File: src/rtl/opcode_tag_decoder_pkg.sv
// Shared opcode-tag types: base+offset tag encoding and the decoded entry format.
package opcode_tag_decoder_pkg;

  localparam int OPCODEA_TAG_W     = 9;
  localparam int OPCODEA_IDX_W     = 6;
  localparam int OPCODEA_NUM_TYPES = 5;

  typedef logic [OPCODEA_TAG_W-1:0] opcodeTagT;
  typedef logic [OPCODEA_IDX_W-1:0] opcodeIdxT;

  typedef enum logic [2:0] {
    OPCODEATYPE_READ  = 3'd0,
    OPCODEATYPE_WRITE = 3'd1,
    OPCODEATYPE_WAIT  = 3'd2,
    OPCODEATYPE_EVICT = 3'd3,
    OPCODEATYPE_TRIM  = 3'd4
  } opcodeEnumT;

  localparam opcodeTagT OPCODEABASE_READ  = 9'd0;
  localparam opcodeTagT OPCODEABASE_WRITE = 9'd64;
  localparam opcodeTagT OPCODEABASE_WAIT  = 9'd128;
  localparam opcodeTagT OPCODEABASE_EVICT = 9'd192;
  localparam opcodeTagT OPCODEABASE_TRIM  = 9'd256;

  typedef struct packed {
    opcodeEnumT opcode;
    opcodeIdxT  index;
    logic       err;
  } opcodeDecSt;

endpackage

File: src/rtl/opcode_dec_fifo.sv
// Two-entry valid/ready FIFO of decoded opcode entries.
// Push ready is registered from the next count, so it never depends on i_pop_ready.
module opcode_dec_fifo
  import opcode_tag_decoder_pkg::*;
(
  input  logic       clk,
  input  logic       rst,
  input  logic       i_push_valid,
  output logic       o_push_ready,
  input  opcodeDecSt i_push_data,
  output logic       o_pop_valid,
  input  logic       i_pop_ready,
  output opcodeDecSt o_pop_data
);

  opcodeDecSt r_mem [2];
  logic       r_wr_ptr;
  logic       r_rd_ptr;
  logic [1:0] r_count;
  logic       r_ready;
  logic [1:0] w_count_nxt;
  logic       w_push;
  logic       w_pop;

  assign w_push = i_push_valid & r_ready;
  assign w_pop  = (r_count != 2'd0) & i_pop_ready;

  always_comb begin
    w_count_nxt = r_count;
    case ({w_push, w_pop})
      2'b10:   w_count_nxt = r_count + 2'd1;
      2'b01:   w_count_nxt = r_count - 2'd1;
      default: w_count_nxt = r_count;
    endcase
  end

  always_ff @(posedge clk) begin
    if (rst) begin
      r_mem[0] <= '0;
      r_mem[1] <= '0;
      r_wr_ptr <= 1'b0;
      r_rd_ptr <= 1'b0;
      r_count  <= 2'd0;
      r_ready  <= 1'b0;
    end else begin
      if (w_push) begin
        r_mem[r_wr_ptr] <= i_push_data;
        r_wr_ptr        <= ~r_wr_ptr;
      end
      if (w_pop) begin
        r_rd_ptr <= ~r_rd_ptr;
      end
      r_count <= w_count_nxt;
      r_ready <= (w_count_nxt != 2'd2);
    end
  end

  assign o_push_ready = r_ready;
  assign o_pop_valid  = (r_count != 2'd0);
  assign o_pop_data   = r_mem[r_rd_ptr];

endmodule

File: src/rtl/opcode_tag_decoder.sv
// Consumer end of the opcode-tag link: decodes base+offset tags into type/index/err,
// buffers them in a 2-entry FIFO and keeps saturating illegal-tag statistics.
module opcode_tag_decoder
  import opcode_tag_decoder_pkg::*;
#(
  parameter int TAG_W        = 9,
  parameter int IDX_W        = 6,
  parameter int CNT_W        = 16,
  parameter bit DROP_ILLEGAL = 1'b0
) (
  input  logic             clk,
  input  logic             rst,
  input  logic             in_valid,
  output logic             in_ready,
  input  logic [TAG_W-1:0] in_tag,
  output logic             out_valid,
  input  logic             out_ready,
  output opcodeEnumT       out_opcode,
  output logic [IDX_W-1:0] out_index,
  output logic             out_err,
  output logic [CNT_W-1:0] err_cnt,
  output logic             err_sticky,
  input  logic             err_clr
);

  localparam logic [TAG_W-IDX_W-1:0] MAX_TYPE = (TAG_W-IDX_W)'(OPCODEA_NUM_TYPES - 1);
  localparam logic [CNT_W-1:0]       CNT_MAX  = {CNT_W{1'b1}};

  logic [TAG_W-IDX_W-1:0] w_type;
  logic                   w_illegal;
  logic                   w_accept;
  logic                   w_acc_ill;
  logic                   w_push_valid;
  opcodeDecSt             w_dec;
  opcodeDecSt             w_head;
  logic [CNT_W-1:0]       r_err_cnt;
  logic                   r_err_sticky;

  assign w_type    = in_tag[TAG_W-1:IDX_W];
  assign w_illegal = (w_type > MAX_TYPE);

  always_comb begin
    w_dec        = '0;
    w_dec.opcode = w_illegal ? OPCODEATYPE_READ : opcodeEnumT'(w_type);
    w_dec.index  = in_tag[IDX_W-1:0];
    w_dec.err    = w_illegal;
  end

  assign w_accept     = in_valid & in_ready;
  assign w_acc_ill    = w_accept & w_illegal;
  // Dropped illegal tags still complete the handshake; they just never reach the buffer.
  assign w_push_valid = in_valid & ~(DROP_ILLEGAL & w_illegal);

  opcode_dec_fifo u_fifo (
    .clk          (clk),
    .rst          (rst),
    .i_push_valid (w_push_valid),
    .o_push_ready (in_ready),
    .i_push_data  (w_dec),
    .o_pop_valid  (out_valid),
    .i_pop_ready  (out_ready),
    .o_pop_data   (w_head)
  );

  assign out_opcode = w_head.opcode;
  assign out_index  = w_head.index;
  assign out_err    = w_head.err;

  always_ff @(posedge clk) begin
    if (rst) begin
      r_err_cnt    <= '0;
      r_err_sticky <= 1'b0;
    end else if (err_clr) begin
      r_err_cnt    <= w_acc_ill ? CNT_W'(1) : '0;
      r_err_sticky <= w_acc_ill;
    end else if (w_acc_ill) begin
      if (r_err_cnt != CNT_MAX) begin
        r_err_cnt <= r_err_cnt + CNT_W'(1);
      end
      r_err_sticky <= 1'b1;
    end
  end

  assign err_cnt    = r_err_cnt;
  assign err_sticky = r_err_sticky;

endmodule

File: config.mk
export PLATFORM = sky130hd
export DESIGN_NAME = opcode_tag_decoder
export DESIGN_NICKNAME = d
export VERILOG_FILES = /design/src/rtl/opcode_tag_decoder_pkg.sv /design/src/rtl/opcode_dec_fifo.sv /design/src/rtl/opcode_tag_decoder.sv
export SDC_FILE = /design/constraint.sdc
export NUM_CORES = 1
export LEC_CHECK = 0
export CORE_MARGIN = 2
export CORE_UTILIZATION = 51
export DETAILED_ROUTE_END_ITERATION = 16
export GPL_TIMING_DRIVEN = 0
export PLACE_DENSITY_LB_ADDON = 0.05
export SLEW_MARGIN = 0
export SYNTH_ARGS = -nofsm -noshare
export SYNTH_HDL_FRONTEND = slang
export SYNTH_HIERARCHICAL = 1
export SYNTH_SLANG_ARGS = --single-unit
File: constraint.sdc
create_clock -name clk -period 1.9 [get_ports clk]
set_clock_uncertainty 0.05 [all_clocks]
set_input_delay 0.475 -clock clk [delete_from_list [all_inputs] [get_ports clk]]
set_output_delay 0.475 -clock clk [all_outputs]
set_load 0.02 [all_outputs]
=== Yosys cells after proc, flatten, opt, wreduce, memory -nomap -nowiden ===
Memory sizes are Yosys's and may differ from the RTL's. A register that Yosys moved wholly into a read port is not among the register bits.
Cells that the tools add are included.

* $add $sub $neg: 3
* Bitwise operators: 5
* Eq/ne operators: 4
* Muxes and demuxes: 18
* $lt $le $gt $ge: 1
* Reductions and logical operators: 5

{| class="wikitable"
|+ Operator list
! operator !! count
|-
| two-way mux 16 bit || 3
|-
| adder 16 x 1 -> 16 bit (second input constant) || 1
|-
| != test 16 bit (second input constant) || 1
|-
| two-way mux 1 bit || 12
|-
| two-way mux 10 bit || 1
|-
| OR reduction 10 bit || 1
|-
| nonzero test 2 bit || 3
|-
| one-hot mux 2 bit (2 select lines) || 1
|-
| bitwise AND 1 bit || 3
|-
| > comparator 3 bit (second input constant) || 1
|-
| two-way mux 3 bit || 1
|-
| adder 2 x 1 -> 2 bit (second input constant) || 1
|-
| == test 2 x 1 -> 1 bit (second input constant) || 1
|-
| == test 2 bit (second input constant) || 1
|-
| != test 2 bit (second input constant) || 1
|-
| NOT 1 bit || 2
|-
| AND reduction 2 bit || 1
|-
| subtractor 2 x 1 -> 2 bit (second input constant) || 1
|}

* Register bits after elaboration: 22
* Input port bits: 14
* Memory bits (writable): 20
* Output and inout bits: 29
* Logic and storage cells: 43
* Memories: 1

{| class="wikitable"
|+ Memory list
! name !! depth !! bits a word !! rd ports !! clocked after Yosys merged registers in !! wr ports !! RTL line !! RTL
|-
| u_fifo.r_mem || 2 || 10 || 1 || 1 || 2 || opcode_dec_fifo.sv:16 || <nowiki>opcodeDecSt r_mem [2];</nowiki>
|}

=== Longest topological paths before layout ===
* Word-level depth: 6
* Mapped depth: 7
* Mapped depth without buffers: 5

=== Hierarchy ===
The synthesis kept the hierarchy.

{| class="wikitable"
|+ By module, submodules not included
! module !! area an instance (um2) !! cells each !! times used !! sequential area each (um2)
|-
| opcode_dec_fifo || 1153.6 || 96 || 1 || 720.7
|-
| opcode_tag_decoder || 954.7 || 109 || 1 || 340.3
|}

=== Least setup slack after synthesis ===
OpenSTA, ideal clock, no wires.

* Path kind: reg-to-reg
* Start point: register r_err_cnt[0], in the netlist err_cnt[0]
* End point: register r_err_cnt[2], in the netlist err_cnt[2]
* Data required time: 1.734 ns
* Clock period less this slack: 1.886 ns
* Library setup time: 0.116 ns
* Cell stages (with the launch flop): 5
* Path buffers: 0
* Slack: 0.014 ns
* Arrival time: 1.719 ns
* Cell sequence: dfxtp_1 > ha_1 > nand4_1 > or4_1 > a41o_2

* Longest elaborated chain between the ends: 4
* Elaborated cells on any way between the ends: 7
* Those cells by class: add/sub (1); eq/ne (1); mux (3); reduce/logical (2)

{| class="wikitable"
|+ RTL lines
! element !! RTL line !! RTL
|-
| start, declared || opcode_tag_decoder.sv:36 || <nowiki>logic [CNT_W-1:0] r_err_cnt;</nowiki>
|-
| start signal, assigned || opcode_tag_decoder.sv:74 || <nowiki>r_err_cnt <= w_acc_ill ? CNT_W'(1) : '0;</nowiki>
|-
| start signal, assigned || opcode_tag_decoder.sv:78 || <nowiki>r_err_cnt <= r_err_cnt + CNT_W'(1);</nowiki>
|-
| adder 16 x 1 -> 16 bit || opcode_tag_decoder.sv:78 ||
|-
| two-way mux 16 bit || opcode_tag_decoder.sv:77 || <nowiki>if (r_err_cnt != CNT_MAX) begin</nowiki>
|-
| two-way mux 16 bit || opcode_tag_decoder.sv:76 || <nowiki>end else if (w_acc_ill) begin</nowiki>
|-
| two-way mux 16 bit || opcode_tag_decoder.sv:73 || <nowiki>end else if (err_clr) begin</nowiki>
|}

Several ways; a longest one is shown, not always the timed one. The select of a mux whose other input is x is not followed.
A chain may end at the register's enable or synchronous reset.

=== Worst setup path in the final report ===
* Start point: register r_err_cnt[15], in the netlist err_cnt[15]
* End point: output port err_cnt[15]

{| class="wikitable"
|+ RTL lines
! element !! RTL line !! RTL
|-
| end, declared || opcode_tag_decoder.sv:21 || <nowiki>output logic [CNT_W-1:0] err_cnt,</nowiki>
|}

No word-level cell between the ends.

==> impl_metrics.ini <==
[timing]
setup-violations-final = 0
timing_worst_slew_pin_value_ns = 0.5308
timing.final.crit_share_pct = 96.23
hold-worst-slack_ns = 0.4340
timing.setup.tns_ns = 0
fmax_ghz = 0.5469
minimum_clock_period_ns = 1.828
drv_slew = 0
relSlewSlack_pct = 64.61
report.final.hold_viol_count = 0

[floorplan]
initial_utilization_pct = 52.71
dieWidth_um = 68.30
core_area_um2 = 4000
floorplan.die_area_um2 = 4664
fp.dieH_um = 68.30
ioPinCount = 43
placementRows = 23

[pwr]
part_of_the_power_in_registers_pct = 52.4
power.ir.vdd_worst_uv = 424.4
p_per_area_nw_per_um2 = 766.0
clock_power_share_pct = 26.6
net-switching-power_mw = 0.5591
power_report.internal_total_mw = 1.489
power.share.combinational_pct = 21.0
power.switching_fraction_pct = 27.30
p_leak_nw = 1.143

[worst_setup_path]
critical_path_class = register to output pin
worst_ep_required_ns = 1.37
r2r-end = err_cnt[2]$_SDFFE_PP0P_
critical_path.n_buffers_inverters = 1
critical_path.slowest_cell = sky130_fd_sc_hd__clkdlybuf4s50_1
max_stage_delay_ns = 0.63
crit_fanout = 5
cp-end-kind = output pin
worst_setup_path_start_kind = register
worstPathCellList = clkdlybuf4s50_1
worst-r2r-cell-count = 4
reg2reg_from = err_cnt[0]$_SDFFE_PP0P_
setup.reg_to_reg.worst_slack_ns = 0.13
crit_arrival_ns = 1.30
worst_path_dominant_cell_family = buffers and inverters

[outcome]
status = completed

[global_route]
globalRouteTotalUtil_pct = 20.92
antenna_found_initial = 0
grt_pass1_vias = 1575
grt_max_degree = 13
grt_remaining_overflow = 0
global_route_wire_length_before_repair_mm = 7.258

[clock_network]
ctsLongestPathBuffers = 2
tritoncts = yes
clock_insertion_delay_worst_skew_ns = 0.29
cts_root_buf = sky130_fd_sc_hd__clkbuf_8
clock_pin_transition_on_the_worst_setup_and_hold_timing_paths_ns = 0.08
cts_buffers = 5
hold_buffers = 0
cts_h_tree_depth = 2
clock-sinks = 43

[routing]
avgRoutedWirePerCell_um = 14.36
drt_iter0_markers = 109
postRouteAntennaNets = 0
drc = 0
detailed_routing_iteration_count_for_the_pre_antenna_repair_pass = 4
viasPerCell = 5.653
final_wirelength_mm = 4.422
vias = 1741

[logic_synthesis]
postSynthNetCount = 221
seq_area_frac_synth_pct = 50.33
area_of_the_mapped_netlist_um2 = 2108
postSynth.topFlopCell = sky130_fd_sc_hd__dfxtp_1
cell_count_after_synthesis = 205
number_of_enable_flip_flop_cells_after_synthesis = 20
post_synth_num_cell_types = 38
ys_ff_latch = 43
synth_area_per_cell_um2 = 10.28
ys.warnings.count = 6
synthArstFlopShare_pct = 0

[final_layout]
post_layout_nonfiller_instances = 308
area_growth_syn_to_layout_pct = 26.82
final.fill_count = 351
antenna-diode-count = 0
fraction_of_layout_instances_using_a_drive_strength_above_1_pct = 20.93
final_net_count = 273

[min_path]
min-delay-start = err_sticky$_SDFFE_PP0P_
hold-path-cell-count = 2
holdPathEnd = err_sticky$_SDFFE_PP0P_
min_path_type = register to register

[place]
globalplace.congestion = 0.7647
dp.final_hpwl_mm = 3.018
buffer_ports.inserted = 42
cells_after_dpl = 297

[job]
drv.max_cap_violation_count = 0
-- through the flow --
stage	total power, mW	cell area [um^2]	utilization [%]	worst slack, ns
after floorplan	1.368	2108	-	0.01430
after global placement	1.545	2591	64.78	-0.5235
after detailed placement	1.554	2591	64.78	-0.5219
after CTS	2.080	2650	66.25	0.004725
after global routing	2.165	2674	66.84	-0.001085
final	2.048	2674	66.84	0.07156
-- area by class of cell --
class / count / area [um^2] / share of cell area [%]
buffer: 11 / 72.57 / 2.714
clock buffer: 7 / 76.32 / 2.854
clock inverter: 1 / 5.005 / 0.1872
multi-input combinational: 151 / 994.7 / 37.20
sequential: 43 / 1069 / 39.96
tap: 50 / 62.56 / 2.340
timing repair buffer: 45 / 394.1 / 14.74
-- layout by cell type, fill, tap and decap left out, types with 10 or more instances in the layout --
| cell type | count |
|---|---|
| sky130_fd_sc_hd__clkdlybuf4s50_1 | 12 |
| sky130_fd_sc_hd__mux2_2 | 10 |
| sky130_fd_sc_hd__o31ai_1 | 10 |
| sky130_fd_sc_hd__nor2_1 | 16 |
| sky130_fd_sc_hd__nand2_1 | 21 |
| sky130_fd_sc_hd__dfxtp_1 | 19 |
| sky130_fd_sc_hd__buf_2 | 12 |
| sky130_fd_sc_hd__dlygate4sd2_1 | 14 |
| sky130_fd_sc_hd__or4_1 | 10 |
| sky130_fd_sc_hd__a21oi_1 | 16 |
| sky130_fd_sc_hd__edfxtp_1 | 20 |
| sky130_fd_sc_hd__and3_1 | 12 |
-- routing by layer --
layer,up-vias,wire length [um],global-route usage (%)
met4,0,19,5.250
met5,-,0,0
met3,4,249,4.605
met1,802,1965,26.12
li1,885,-,-
met2,50,2187,36.53
-- worst min-delay path, stage by stage (launching register included) --
cell                       delay [ns]
sky130_fd_sc_hd__dfxtp_1         0.31
sky130_fd_sc_hd__nand2b_1        0.07
sky130_fd_sc_hd__a21oi_1         0.06
-- sequential cells by signal (all words and copies together) (netlist names), named ones only --
signal	flops
err_cnt	16
err_sticky	1
u_fifo/o_push_ready	1
u_fifo/r_count	2
u_fifo/r_mem	20
u_fifo/r_rd_ptr	1
u_fifo/r_wr_ptr	1
-- synth_stat cells (2+ instances only) --
cell type	n	area share (%)
sky130_fd_sc_hd__mux2_2	10	5.3
sky130_fd_sc_hd__ha_1	2	1.2
sky130_fd_sc_hd__o21a_1	2	0.71
sky130_fd_sc_hd__o31ai_1	10	3.6
sky130_fd_sc_hd__nor2_1	16	2.8
sky130_fd_sc_hd__a21oi_1	16	3.8
sky130_fd_sc_hd__nor2b_1	4	1.2
sky130_fd_sc_hd__or3_1	4	1.2
sky130_fd_sc_hd__a31oi_1	2	0.59
sky130_fd_sc_hd__edfxtp_1	20	28
sky130_fd_sc_hd__xnor2_1	2	0.83
sky130_fd_sc_hd__dfxtp_1	23	22
sky130_fd_sc_hd__buf_2	3	0.71
sky130_fd_sc_hd__nand4_2	2	1.2
sky130_fd_sc_hd__nand2_1	21	3.7
sky130_fd_sc_hd__o21ai_0	5	1.2
sky130_fd_sc_hd__nand4_1	6	1.8
sky130_fd_sc_hd__and2b_1	2	0.71
sky130_fd_sc_hd__or2_2	2	0.59
sky130_fd_sc_hd__and4_1	3	1.2
sky130_fd_sc_hd__nand2b_1	2	0.59
sky130_fd_sc_hd__clkbuf_1	5	0.89
sky130_fd_sc_hd__and3_1	12	3.6
sky130_fd_sc_hd__or4_1	11	3.9
sky130_fd_sc_hd__buf_6	2	1.1
sky130_fd_sc_hd__nand3_1	6	1.4
-- timing repair --
action,CTS,global route
cloned,1,0
hold endpoints to repair,0,0
pin swaps,2,0
setup endpoints to repair,34,19
setup buffers,2,0
resized for setup,61,14
-- how the worst max path moves through the flow --
stage / from / depth (start not counted) / to
CTS: err_cnt[6]$_SDFFE_PP0P_ / 1 / err_cnt[6]
floorplan: err_cnt[0]$_SDFFE_PP0P_ / 4 / err_cnt[2]$_SDFFE_PP0P_
finish: err_cnt[15]$_SDFFE_PP0P_ / 1 / err_cnt[15]
global route: err_cnt[9]$_SDFFE_PP0P_ / 6 / err_cnt[0]$_SDFFE_PP0P_
detailed placement: in_valid / 6 / err_cnt[11]$_SDFFE_PP0P_
global placement: in_valid / 6 / err_cnt[11]$_SDFFE_PP0P_
-- power groups by stage --
| stage | clock [mW] | combinational, mW | sequential, mW |
|---|---|---|---|
| global placement | 0 | 0.462 | 1.08 |
| finish | 0.545 | 0.431 | 1.07 |
| detailed placement | 0 | 0.468 | 1.09 |
| floorplan | 0 | 0.284 | 1.08 |
| CTS | 0.567 | 0.439 | 1.07 |
| global route | 0.604 | 0.479 | 1.08 |
-- kinds of logic after synthesis --
family	count (synthesis)	share of synthesized area [%]
flops	43	50.33
buf+inv	11	3.027
simple gates	95	25.99
xor+xnor	2	0.8310
compound gates	42	13.29
fa+ha+maj	2	1.187
mux	10	5.341
Power figures use the tool's default switching activity.
